## src/rtl/key_cnt_pkg.sv

```systemverilog
// key_cnt_pkg: shared BCD digit type, timer-width and packed-channel helpers, pure BCD step arithmetic.
package key_cnt_pkg;
  typedef logic [3:0] bcd_digit_t;
  localparam bcd_digit_t BCD_MAX = 4'd9;
  function automatic int cnt_width(input int n);
    return n <= 2 ? 1 : $clog2(n);
  endfunction
  function automatic int ch_base(input int k, input int digits);
    return k * digits * 4;
  endfunction
  function automatic logic [15:0] to_bcd(input int v);
    logic [15:0] r;
    int x;
    r = '0;
    x = v;
    for (int i = 0; i < 4; i++) begin
      r[i*4+:4] = 4'(x % 10);
      x = x / 10;
    end
    return r;
  endfunction
  // Digit-serial ripple: carry/borrow propagates only through the low `digits` digits.
  function automatic logic [15:0] bcd_step(input logic [15:0] v, input logic up, input int digits);
    logic [15:0] r;
    logic c;
    bcd_digit_t d;
    r = v;
    c = 1'b1;
    for (int i = 0; i < 4; i++) begin
      d = v[i*4+:4];
      if (i < digits && c) begin
        c = up ? d == BCD_MAX : d == 4'd0;
        r[i*4+:4] = up ? (c ? 4'd0 : d + 4'd1) : (c ? BCD_MAX : d - 4'd1);
      end
    end
    return r;
  endfunction
endpackage

```

## src/rtl/key_debounce_ch.sv

```systemverilog
// key_debounce_ch: 2-FF sync, debounce and press strobe for one key; auto-repeat when KEY_AUTOREPEAT_EN is defined.
module key_debounce_ch
  import key_cnt_pkg::*;
#(
  parameter int DB_CYCLES     = 1_500_000,
  parameter int REPEAT_DELAY  = 50_000_000,
  parameter int REPEAT_PERIOD = 10_000_000
) (
  input  logic clk,
  input  logic rst,
  input  logic key,
  output logic level,
  output logic pulse
);
  localparam int DW = cnt_width(DB_CYCLES);
  logic s0, s1, db_done, press, step;
  logic [DW-1:0] db_cnt;
  assign db_done = db_cnt == DW'(DB_CYCLES - 1);
  assign press = s1 && !level && db_done;
`ifdef KEY_AUTOREPEAT_EN
  localparam int RW = cnt_width(REPEAT_DELAY > REPEAT_PERIOD ? REPEAT_DELAY : REPEAT_PERIOD);
  logic [RW-1:0] rep_cnt;
  logic first, rep;
  assign rep = level && (first ? rep_cnt == RW'(REPEAT_DELAY - 1) : rep_cnt == RW'(REPEAT_PERIOD - 1));
  assign step = press || rep;
  // Timer idles at zero while released, so it starts fresh at every press.
  always_ff @(posedge clk) begin
    if (!rst) begin
      rep_cnt <= '0;
      first <= 1'b1;
    end else begin
      rep_cnt <= (!level || rep) ? '0 : rep_cnt + 1'b1;
      first <= !level ? 1'b1 : rep ? 1'b0 : first;
    end
  end
`else
  assign step = press;
`endif
  always_ff @(posedge clk) begin
    if (!rst) begin
      s0 <= 1'b0;
      s1 <= 1'b0;
      level <= 1'b0;
      pulse <= 1'b0;
      db_cnt <= '0;
    end else begin
      s0 <= key;
      s1 <= s0;
      pulse <= step;
      db_cnt <= (s1 == level || db_done) ? '0 : db_cnt + 1'b1;
      level <= (s1 != level && db_done) ? s1 : level;
    end
  end
endmodule

```

## src/rtl/multi_key_bcd_counter.sv

```systemverilog
// multi_key_bcd_counter: N debounced key channels, each driving an up/down BCD counter with wrap or saturate.
// Optional auto-repeat is enabled by defining KEY_AUTOREPEAT_EN.
module multi_key_bcd_counter
  import key_cnt_pkg::*;
#(
  parameter int NUM_KEYS      = 4,
  parameter int DB_CYCLES     = 1_500_000,
  parameter int DIGITS        = 2,
  parameter int MODULUS       = 100,
  parameter int WRAP          = 1,
  parameter int REPEAT_DELAY  = 50_000_000,
  parameter int REPEAT_PERIOD = 10_000_000
) (
  input  logic                       clk,
  input  logic                       rst,
  input  logic [NUM_KEYS-1:0]        key_in,
  input  logic [NUM_KEYS-1:0]        dir,
  input  logic [NUM_KEYS-1:0]        clr,
  output logic [NUM_KEYS-1:0]        key_level,
  output logic [NUM_KEYS-1:0]        key_pulse,
  output logic [NUM_KEYS-1:0]        wrap_pulse,
  output logic [NUM_KEYS*DIGITS*4-1:0] bcd_out
);
  localparam int W = DIGITS * 4;
  localparam logic [W-1:0] TOP = W'(to_bcd(MODULUS - 1));
  for (genvar k = 0; k < NUM_KEYS; k++) begin : g_ch
    logic [W-1:0] cnt, nxt_up, nxt_dn;
    logic at_limit, wrap_r;
    key_debounce_ch #(
      .DB_CYCLES(DB_CYCLES),
      .REPEAT_DELAY(REPEAT_DELAY),
      .REPEAT_PERIOD(REPEAT_PERIOD)
    ) u_db (
      .clk(clk),
      .rst(rst),
      .key(key_in[k]),
      .level(key_level[k]),
      .pulse(key_pulse[k])
    );
    assign nxt_up = W'(bcd_step(16'(cnt), 1'b1, DIGITS));
    assign nxt_dn = W'(bcd_step(16'(cnt), 1'b0, DIGITS));
    assign at_limit = dir[k] ? cnt == TOP : cnt == '0;
    always_ff @(posedge clk) begin
      if (!rst) begin
        cnt <= '0;
        wrap_r <= 1'b0;
      end else begin
        cnt <= clr[k] ? '0 : !key_pulse[k] ? cnt : !at_limit ? (dir[k] ? nxt_up : nxt_dn) :
               WRAP == 0 ? cnt : dir[k] ? '0 : TOP;
        wrap_r <= !clr[k] && key_pulse[k] && at_limit;
      end
    end
    assign wrap_pulse[k] = wrap_r;
    assign bcd_out[ch_base(k, DIGITS) +: W] = cnt;
  end
endmodule

```

## config.mk

```make
export PLATFORM = sky130hd
export DESIGN_NAME = multi_key_bcd_counter
export DESIGN_NICKNAME = d
export VERILOG_FILES = /design/src/rtl/key_cnt_pkg.sv /design/src/rtl/key_debounce_ch.sv /design/src/rtl/multi_key_bcd_counter.sv
export SDC_FILE = /design/constraint.sdc
export NUM_CORES = 1
export LEC_CHECK = 0
export ABC_AREA = 0
export CAP_MARGIN = 30
export CORE_ASPECT_RATIO = 0.8
export CORE_MARGIN = 2
export CORE_UTILIZATION = 59
export DETAILED_ROUTE_END_ITERATION = 7
export GPL_ROUTABILITY_DRIVEN = 0
export PLACE_DENSITY = 0.81
export SLEW_MARGIN = 15
export SYNTH_ARGS = -nofsm -noshare
export SYNTH_HDL_FRONTEND = slang
export SYNTH_SLANG_ARGS = --single-unit
```

## constraint.sdc

```tcl
create_clock -name clk -period 2.6 [get_ports clk]
set_clock_uncertainty 0.15 [all_clocks]
set_input_delay 0.78 -clock clk [delete_from_list [all_inputs] [get_ports clk]]
set_output_delay 0.78 -clock clk [all_outputs]
set_load 0.1 [all_outputs]
```

# Yosys cells after proc, flatten, opt, wreduce, memory -nomap -nowiden
# Index checks and enable logic that the tools add are counted.
# word_totals
ff_bits,136
in_bits,14
# op_classes
add_sub_neg,20
eq_ne,28
mux,40
bitwise,1
n_reduce_logical,60
# op_table
cell,n
2-to-1 mux 4 bit,24
2-to-1 mux 8 bit,12
"adder 21 x 1 -> 21 bit, second input constant",4
"equality test 21 bit, second input constant",4
"adder 4 x 1 -> 4 bit, second input constant",8
"equality test 4 bit, second input constant",8
"equality test 8 bit, second input constant",4
logical NOT 4 bit,8
logical NOT 8 bit,4
"subtractor 4 x 1 -> 4 bit, second input constant",8
logical AND 1 bit,20
OR reduction 2 bit,8
"inequality test 3 x 1 -> 1 bit, second input constant",4
AND reduction 3 bit,4
nonzero test 3 bit,4
logical NOT 1 bit,8
equality test 1 bit,4
logical OR 1 bit,4
2-to-1 mux 1 bit,4
inequality test 1 bit,4
NOT 1 bit,1

# Depth between registers and ports, before layout
# Gate-level depths: netlist of run 1.
# logic_depth
ltp_word,5
mapped_depth,7
depth_no_buf,6

# Cells and area by module
# A second synthesis of run 1 with hierarchy kept.
# unflattened
cells_unflattened,867
hier_area_um2,7355.8
# modules_own_cells
mod,n_inst,cells_per_inst,area_each_um2,seq_area_each_um2
key_debounce_ch,4,124,1118.6,500.5
multi_key_bcd_counter,1,371,2881.5,720.7

# Worst setup path before layout of run 1
# Ideal clock, no wire load.
# synth_path
path_kind,register to register
from,reg g_ch[1].cnt[3]
to,reg g_ch[1].cnt[6]
setup_ns,0.071
arrival_time_ns,2.264
t_required_ns,2.379
slack_ns,0.115
stages_incl_launch_ff,6
n_path_buf,1
period_less_slack_ns,2.485
cell_sequence,dfxtp_1 clkbuf_1 and3_1 o211ai_1 or4_1 a21oi_1
# synth_between
elab_chain_cells,4
elab_cells_between_ends,9
classes_between,eq/ne (3); mux (2); reduce/logical (4)
# synth_rtl
item,line,rtl
start: declaration,multi_key_bcd_counter.sv:27,"logic [W-1:0] cnt, nxt_up, nxt_dn;"
start signal: assignment,multi_key_bcd_counter.sv:48,cnt <= clr[k] ? '0 : !key_pulse[k] ? cnt : !at_limit ? (dir[k] ? nxt_up : nxt_dn) :
equality test 8 bit or logical NOT 8 bit (tied branches),multi_key_bcd_counter.sv:42,assign at_limit = dir[k] ? cnt == TOP : cnt == '0;
2-to-1 mux 1 bit,multi_key_bcd_counter.sv:42,
inequality test 3 x 1 -> 1 bit (no source line) or nonzero test 3 bit (tied branches),--,
AND reduction 3 bit (no source line),--,
# Parallel ways exist; a longest one is shown, timed or not.
# A chain may end at the register's enable or synchronous reset.

# Worst setup path after layout of run 1
# layout_path
from,reg g_ch[0].u_db.db_cnt[0]
to,reg g_ch[0].u_db.db_cnt[20]
# layout_between
elab_chain_cells,3
elab_cells_between_ends,4
classes_between,add/sub (1); eq/ne (1); reduce/logical (2)
# layout_rtl
item,line,rtl
start: declaration,key_debounce_ch.sv:17,logic [DW-1:0] db_cnt;
start signal: assignment,key_debounce_ch.sv:50,db_cnt <= (s1 == level || db_done) ? '0 : db_cnt + 1'b1;
branches (longest 3 deep; another with adder 21 x 1 -> 21 bit),--,
# Several ways; the timed one is not identified.

==> results by stage, run 1 <==
Pwr:
- The peak supply drop is 452 uV.
- In this run the static leakage power is 2.90 nW.
- The design draws 4.80 mW.
- The power per cell area is 549 nW/um2.

Run:
- Across the run, the number of max-cap violations was 0.

Timing:
- Setup repair after global routing left no endpoint under its margin.
- The clock period minus worst slack is 2.32 ns.
- The worst path uses 89.4% of the clock period.
- The actual slew at the worst max-slew pin is 0.636 ns.
- Headroom to the max-slew limit came out at 57.6%.
- The maximum clock frequency is 430 MHz.
- The final number of hold-violating endpoints came to 0.
- The max-slew violation count is 0.
- The final setup violation count is 0.

Detailed routing:
- The routed via count is 6,555.
- The mean number of vias per cell is 5.96.
- The number of detailed-routing iterations run before antenna repair is 5.
- The average routed wire per standard cell is 14.5 um.
- The final wirelength is 15.9 mm.
- The count of nets left with antenna violations once routing finished came out at 0.
- The first routing iteration left 488 violations.
- The DRC violation count after routing is 0.

Synth:
- The share of synthesized area in the top cell type comes to 37.4%.
- Yosys mapped a number of flops with a built-in enable equal to 0.
- Counting flops and latches in the post-synthesis netlist gives 136.
- In the synthesized netlist the async set-or-reset flop fraction comes to 0%.
- The mapped netlist covers 7280 um2.
- The largest area contributor in the netlist is sky130_fd_sc_hd__dfxtp_1.
- The average size of a mapped cell is 8.19 um2.
- The number of instances in the synthesized netlist is 889.
- The post-synthesis net count is 932.
- The most common flop cell mapped by yosys is sky130_fd_sc_hd__dfxtp_1.
- The distinct cell type count of the synthesized netlist is 65.
- The number of warning messages in the yosys log is 0.
- After synthesis, the cell types taking the most area are sky130_fd_sc_hd__dfxtp_1 37%, sky130_fd_sc_hd__nor2_1 5.1%, sky130_fd_sc_hd__ha_1 5.0%.
- After synthesis, flip-flops and latches occupy 37.4% of the total area.

Clock network:
- The root buffer cell is sky130_fd_sc_hd__clkbuf_16.
- The deepest clock path buffer count is 2.
- Buffers added to address setup during post-CTS repair amount to 0.
- The number of gates resized after CTS is 0.
- The clock tree from TritonCTS is done.
- Clock-pin slew was measured on the worst setup and hold paths at 0.06 ns.
- The later pin in the worst-skew pair is clocked with a latency of 0.42 ns.
- The number of clock sinks is 136.
- CTS built an H-tree with a depth of 4.
- For this design, the CTS-stage hold fixing added 0 buffers.
- The number of clock buffers inserted by TritonCTS is 17.

GRT:
- The wire length of the first global-routing pass is 26.7 mm.
- The overall global routing resource usage is 25.0%.
- The number of antenna violations at the first check in global routing is 0.
- Entering global routing, the biggest net connects 21 pins.
- The overall overflow remaining after global route is 0.
- The number of global-route vias before repair is 5,698.

Placement:
- The number of instances in the placed design is 1,069.
- The count of buffers added on input and output ports is 57.
- The post-detailed-placement cell area is 8100 um2.
- The wire-length estimate of the detail-placed layout is 10.9 mm.

Critical path:
- By startpoint and endpoint, the worst setup path is classified as reg -> reg.
- The data required time at the worst endpoint is 2.80 ns.
- The library cell appearing most often on the critical path is sky130_fd_sc_hd__or4_1.
- The critical path arrival is 2.52 ns.
- On the critical path, the stage with the largest delay is an instance of sky130_fd_sc_hd__or4_1.
- The worst setup path is launched from a flip-flop.
- The beginning of the critical path is g_ch[0].u_db.db_cnt[0].
- The delay contributed by the slowest stage of the critical path is 0.68 ns.
- In this design, the largest share of critical-path delay is due to simple AND/OR/NAND/NOR gates.
- The endpoint type of the worst setup path is a flip-flop.
- The largest driver fanout on the critical path is 7.
- The signal on the critical path passes through ha_1 -> nand4_2 -> or4_1 -> or4_1 -> a21oi_1.
- Together, buffers and inverters on the worst path number 0.
- The critical register-to-register path startpoint is g_ch[0].u_db.db_cnt[0].

Floorplan:
- For this configuration, the core starts out at a cell density of 60.1%.
- The x dimension of the die is 128 um.
- The core region area is 12,100 um2.
- The die covers 13,200 um2.
- After floorplanning, the core was divided into 36 placement rows.
- The number of top-level design ports is 58.
- The chip height is 103 um.

Final layout:
- After the last flow step, the layout net total stands at 979.
- After routing the design area is 8740 um2.
- For this run, the number of standard cells in the final layout without fillers is 1,100.
- Compared with the post-synthesis result, the final layout area differs by 20.2%.
- The share of cells above drive strength 1 is 12.2%.
- The number of antenna diodes in the final layout is 0.

Min path:
- The class of the tightest hold or removal check is reg -> reg.
- The start point of the worst hold path is g_ch[2].u_db.s0.

Run status:
- The flow ran to the end, and the final reports show no timing, DRC or antenna violations.
==> layer usage <==
metal / track usage, % / share of wire [%]
met3: 6.22 / 5.6
met4: 10.1 / 1.4
met1: 33.7 / 48
met2: 38.8 / 45
met5: 0 / 0
==> final cells by class <==
type / count / area (um2)
Multi-Input combinational cell: 659 / 4160
Fill cell: 914 / 3370
Sequential cell: 136 / 2720
Timing Repair Buffer: 79 / 876
Clock buffer: 20 / 467
Tap cell: 152 / 190
Clock inverter: 11 / 169
Inverter: 43 / 161
==> power breakdown <==
group / leakage [nW] / total, mW / internal, mW / switching, mW
registers: 1.10 / 2.10 / 2.09 / 0.00388
clock network: 0.312 / 2.57 / 1.68 / 0.892
logic: 1.49 / 0.135 / 0.0615 / 0.0732
total: 2.90 / 4.80 / 3.83 / 0.969
==> final timing paths <==
kind	end	slack (ns)	cells after the start
setup / recovery	g_ch[0].u_db.db_cnt[20]	0.28	5
hold / removal	g_ch[2].u_db.s1	0.28	1
setup reg to reg	g_ch[0].u_db.db_cnt[20]	0.28	5
hold reg to reg	g_ch[2].u_db.s1	0.28	1
==> stage by stage <==
step                      setup slack [ns]  hold WS (ns)  setup TNS, ns  util, %
after floorplan                      0.115         0.262              0        -
after global placement              0.0307         0.264              0     66.9
after detailed placement           -0.0139         0.269        -0.0158     66.9
after CTS                            0.122         0.283              0     72.1
after global routing                 0.122         0.297              0     72.2
final                                0.276         0.282              0     72.2
==> synthesized netlist by cell type (all sizes together), types with 8 or more instances <==
library cell and instances:
a31oi 11, and2 15, nand4 23, o21ai 38, or3b 9, inv 43
nand3 45, or3 16, nor4 8, nor2 98, xnor2 34, o31ai 17
nand2 54, nor2b 15, nor3 26, xor2 15, o211ai 8, buf 18
or4 23, ha 29, dfxtp 136, clkbuf 33, nor4b 10, a21oi 59
nand2b 13
==> state kept, by name, summed over array words and instances, names as in the netlist <==
name              flops
g_ch.cnt             32
g_ch.u_db.level       4
g_ch.u_db.s1          4
g_ch.u_db.pulse       4
g_ch.wrap_r           4
g_ch.u_db.db_cnt     84
g_ch.u_db.s0          4
==> placed cells by master, fill, tap and decap left out, drive strengths merged, types with 23 or more instances in the layout <==
cell type  count
a21oi         59
buf           66
dfxtp        136
ha            29
inv           44
nand2         54
nand3         45
nand4         23
nor2          98
nor3          26
o21ai         38
or4           23
xnor2         34
==> worst reg2reg max path: stages (launching register included) <==
cell	delay [ns]
sky130_fd_sc_hd__dfxtp_1	0.38
sky130_fd_sc_hd__ha_1	0.25
sky130_fd_sc_hd__nand4_2	0.13
sky130_fd_sc_hd__or4_1	0.68
sky130_fd_sc_hd__or4_1	0.52
sky130_fd_sc_hd__a21oi_1	0.14
==> cells by family (layout without fill, tap and decap cells) <==
group | count (synthesis) | in the layout | synth area share, %
AO/OA/AOI/OAI | 189 | 189 | 16.6
XOR/XNOR | 49 | 49 | 5.90
adder cells (fa/ha/maj) | 29 | 29 | 4.99
buffers and inverters | 94 | 153 | 5.55
flip-flops | 136 | 136 | 37.4
multiplexers | 4 | 4 | 0.550
AND/OR/NAND/NOR | 388 | 388 | 29.0
Note: power is estimated with default switching activity, not from simulation.
==> run 2: changes to the inputs <==
--- a/config.mk
+++ b/config.mk
@@ -9,10 +9,11 @@
 export CAP_MARGIN = 30
 export CORE_ASPECT_RATIO = 0.8
 export CORE_MARGIN = 2
-export CORE_UTILIZATION = 59
+export CORE_UTILIZATION = 61
+export CTS_BUF_LIST = sky130_fd_sc_hd__clkbuf_8
 export DETAILED_ROUTE_END_ITERATION = 7
 export GPL_ROUTABILITY_DRIVEN = 0
-export PLACE_DENSITY = 0.81
+export PLACE_DENSITY = 0.83
 export SLEW_MARGIN = 15
 export SYNTH_ARGS = -nofsm -noshare
 export SYNTH_HDL_FRONTEND = slang
==> results by stage, run 2 (same netlist as run 1, synthesis figures left out) <==
Run status:
- The flow ran to the end, and the final reports show no timing, DRC or antenna violations.

Detailed routing:
- The number of detailed-routing iterations run before antenna repair is 4.
- The count of nets left with antenna violations once routing finished came out at 0.
- The DRC violation count after routing is 0.
- The average routed wire per standard cell is 14.7 um.
- In this run, the number of DRC markers left after iteration 0 of detailed routing was 493.
- Summing over every cut layer, the via total after detailed routing is 6,622.
- The mean number of vias per cell is 6.06.
- The final wirelength is 16.0 mm.

Final layout:
- Of the cells placed in the final design, the portion with a size suffix greater than 1 is 11.8%.
- The area taken by flip-flops and latches is 2720 um2.
- After the last flow step, the layout net total stands at 974.
- Ranked by flip-flop count, first place goes to g_ch.u_db.db_cnt.
- In the final layout, the registers with the most flip-flops are g_ch.u_db.db_cnt x84, g_ch.cnt x32.
- In the final layout, the multi-input gates occupy 4160 um2.
- The filler cells instantiated in the layout total 850.
- The antenna diode count is 0.
- The finished cells cover 8440 um2.
- The finished layout holds 1,092 standard cells, fillers aside.
- The register with the most flip-flops in the layout has 84 of them.
- The area growth from synthesis to layout is 16.0%.
- Leaving out fill and tap cells, the most frequent cell in the layout is sky130_fd_sc_hd__dfxtp_1.
- Leaving out fill and tap cells, the most frequent cells in the layout are 136 x sky130_fd_sc_hd__dfxtp_1, 98 x sky130_fd_sc_hd__nor2_1, 59 x sky130_fd_sc_hd__a21oi_1.

Timing:
- The final setup violation count is 0.
- In the post-route analysis, the smallest setup slack over all paths is 0.200 ns.
- At the pin with the least slew margin, the transition time is 0.620 ns.
- The headroom to the max-slew limit is 58.6%.
- The final number of hold-violating endpoints is 0.
- For this run, the top clock speed supported by timing is 417 MHz.
- The max-slew violation count came to 0.
- The part of the cycle the worst path needs is 92.3%.
- The worst path in the final design needs a cycle of 2.40 ns, including I/O delays and setup.
- Setup repair after global routing left no endpoint under its margin.

Pwr:
- The peak supply drop is 450 uV.
- Summed over all cells, the static leakage comes to 2.75 nW.
- Power spread over the standard cell area amounts to 473 nW/um2.

GRT:
- The number of global-route vias before repair is 6,024.
- Summed over all layers, the global routing overflow is 0.
- The overall global routing resource usage is 25.2%.
- The first global-routing pass estimated 26.9 mm of wire.
- The number of antenna violations at the first check in global routing is 0.
- The maximum number of pins on one net before global-route repair is 21.

Clock network:
- The number of clock sinks is 136.
- The deepest clock path buffer count is 2.
- Clock tree synthesis inserted a total of 17 buffers.
- The root buffer cell is sky130_fd_sc_hd__clkbuf_8.
- In this run the number of H-tree levels came out at 4.
- After clock tree synthesis, the setup repair step added 0 buffers.
- The source-to-sink clock delay at the later pin of the worst-skew pair is 0.46 ns.
- TritonCTS built the clock tree.
- The clock-pin slew of the registers on the worst-case setup and hold paths is 0.08 ns.

Placement:
- Detailed placement ended at an HPWL of 11.4 mm.
- The number of instances in the placed design is 1,060.
- The placed instances occupy a cell area of 8030 um2.
- In this run the tool buffered the top-level ports with 57 buffer cells.
- The worst slack at placement is -0.0291 ns.

Critical path:
- Data on the critical path arrives at its endpoint at 2.64 ns.
- The critical path class is reg -> reg.
- Walking the worst path, the cells encountered are ha_1 -> nand4_4 -> or4_1 -> or4b_1 -> a21oi_1.
- The endpoint type of the worst setup path is a flip-flop.
- STA classifies the critical path startpoint as a flip-flop.
- The cell type of the slowest stage on the worst timing path is sky130_fd_sc_hd__or4_1.
- Of all nets on the critical path, the largest fanout is 10.
- The data required time at the worst endpoint is 2.84 ns.
- The delay contributed by the slowest stage of the critical path is 0.70 ns.

Floorplan:
- The die is 126 um wide.
- The floorplan step set the die height to 102 um.
- The initial utilization of the core area, before any placement, comes to 62.9%.
- The area enclosed by the die boundary is 12,800 um2.
- The core region area is 11,600 um2.
- Pin placement for this block handled 58 I/O pins.
- After floorplanning, the core was divided into 35 placement rows.

Min path:
- The path class of the tightest hold or removal check is reg -> reg.

Run:
- The tool flagged a number of max-cap violations equal to 0.
[run 2: cell types whose count changed in the layout (fill, tap and decap cells not counted)]
cell,before,now
sky130_fd_sc_hd__clkbuf_8,3,17
sky130_fd_sc_hd__clkinvlp_4,1,4
sky130_fd_sc_hd__inv_6,1,4
sky130_fd_sc_hd__inv_1,43,44
sky130_fd_sc_hd__clkbuf_16,17,0
sky130_fd_sc_hd__buf_12,20,18
sky130_fd_sc_hd__buf_4,46,43
sky130_fd_sc_hd__clkinv_2,3,0
sky130_fd_sc_hd__inv_8,0,2
sky130_fd_sc_hd__bufinv_16,4,2
[run 2: report_power, final]
group	total, mW	leakage, nW	switching [mW]	internal [mW]
Combinational	0.126	1.46	0.0710	0.0547
Sequential	2.09	1.10	0.00374	2.09
Clock	1.77	0.195	0.900	0.873
[run 2: path summary, 6_finish.rpt]
check | endpoint | start | slack [ns] | cells after the start
hold reg to reg | g_ch[0].u_db.s1 | g_ch[0].u_db.s0 | 0.28 | 1
hold / removal | g_ch[0].u_db.s1 | g_ch[0].u_db.s0 | 0.28 | 1
setup / recovery | g_ch[3].u_db.db_cnt[18] | g_ch[3].u_db.db_cnt[1] | 0.20 | 5
setup reg to reg | g_ch[3].u_db.db_cnt[18] | g_ch[3].u_db.db_cnt[1] | 0.20 | 5
[run 2: what timing repair did]
item                       in CTS  in global routing
gates resized for setup         0                  1
setup endpoints to repair       0                 18
hold buffers                    0                  0
[run 2: stage by stage]
step / hold WS (ns) / total power [mW] / TNS (ns) / util (%)
2_1_floorplan: 0.262 / 2.21 / 0 / -
3_3_place_gp: 0.269 / 2.26 / 0 / 69.5
3_5_place_dp: 0.274 / 2.26 / -0.0667 / 69.5
4_1_cts: 0.293 / 4.01 / 0 / 73.0
5_1_grt: 0.300 / 4.11 / 0 / 73.0
6_report: 0.284 / 3.99 / 0 / 73.0
[run 2: routing by layer]
layer	vias up	wire length [um]	GRT usage [%]
met5	-	0	0
met4	0	289	10.4
met3	30	915	4.97
met2	204	7620	42.5
met1	3104	7180	32.2
li1	3284	-	-
[run 2: critical path, delay by kind of cell (launching register included)]
| kind | cells | cell delay [ns] |
|---|---|---|
| flops | 1 | 0.37 |
| compound gates | 1 | 0.15 |
| fa+ha+maj | 1 | 0.27 |
| simple gates | 3 | 1.40 |
[run 2: final cells by class]
type	count	area share, %
Multi-Input combinational cell	659	49.2
Sequential cell	136	32.2
Timing Repair Buffer	74	9.63
Clock buffer	17	2.77
Tap cell	148	2.19
Clock inverter	15	2.00
Inverter	43	1.91
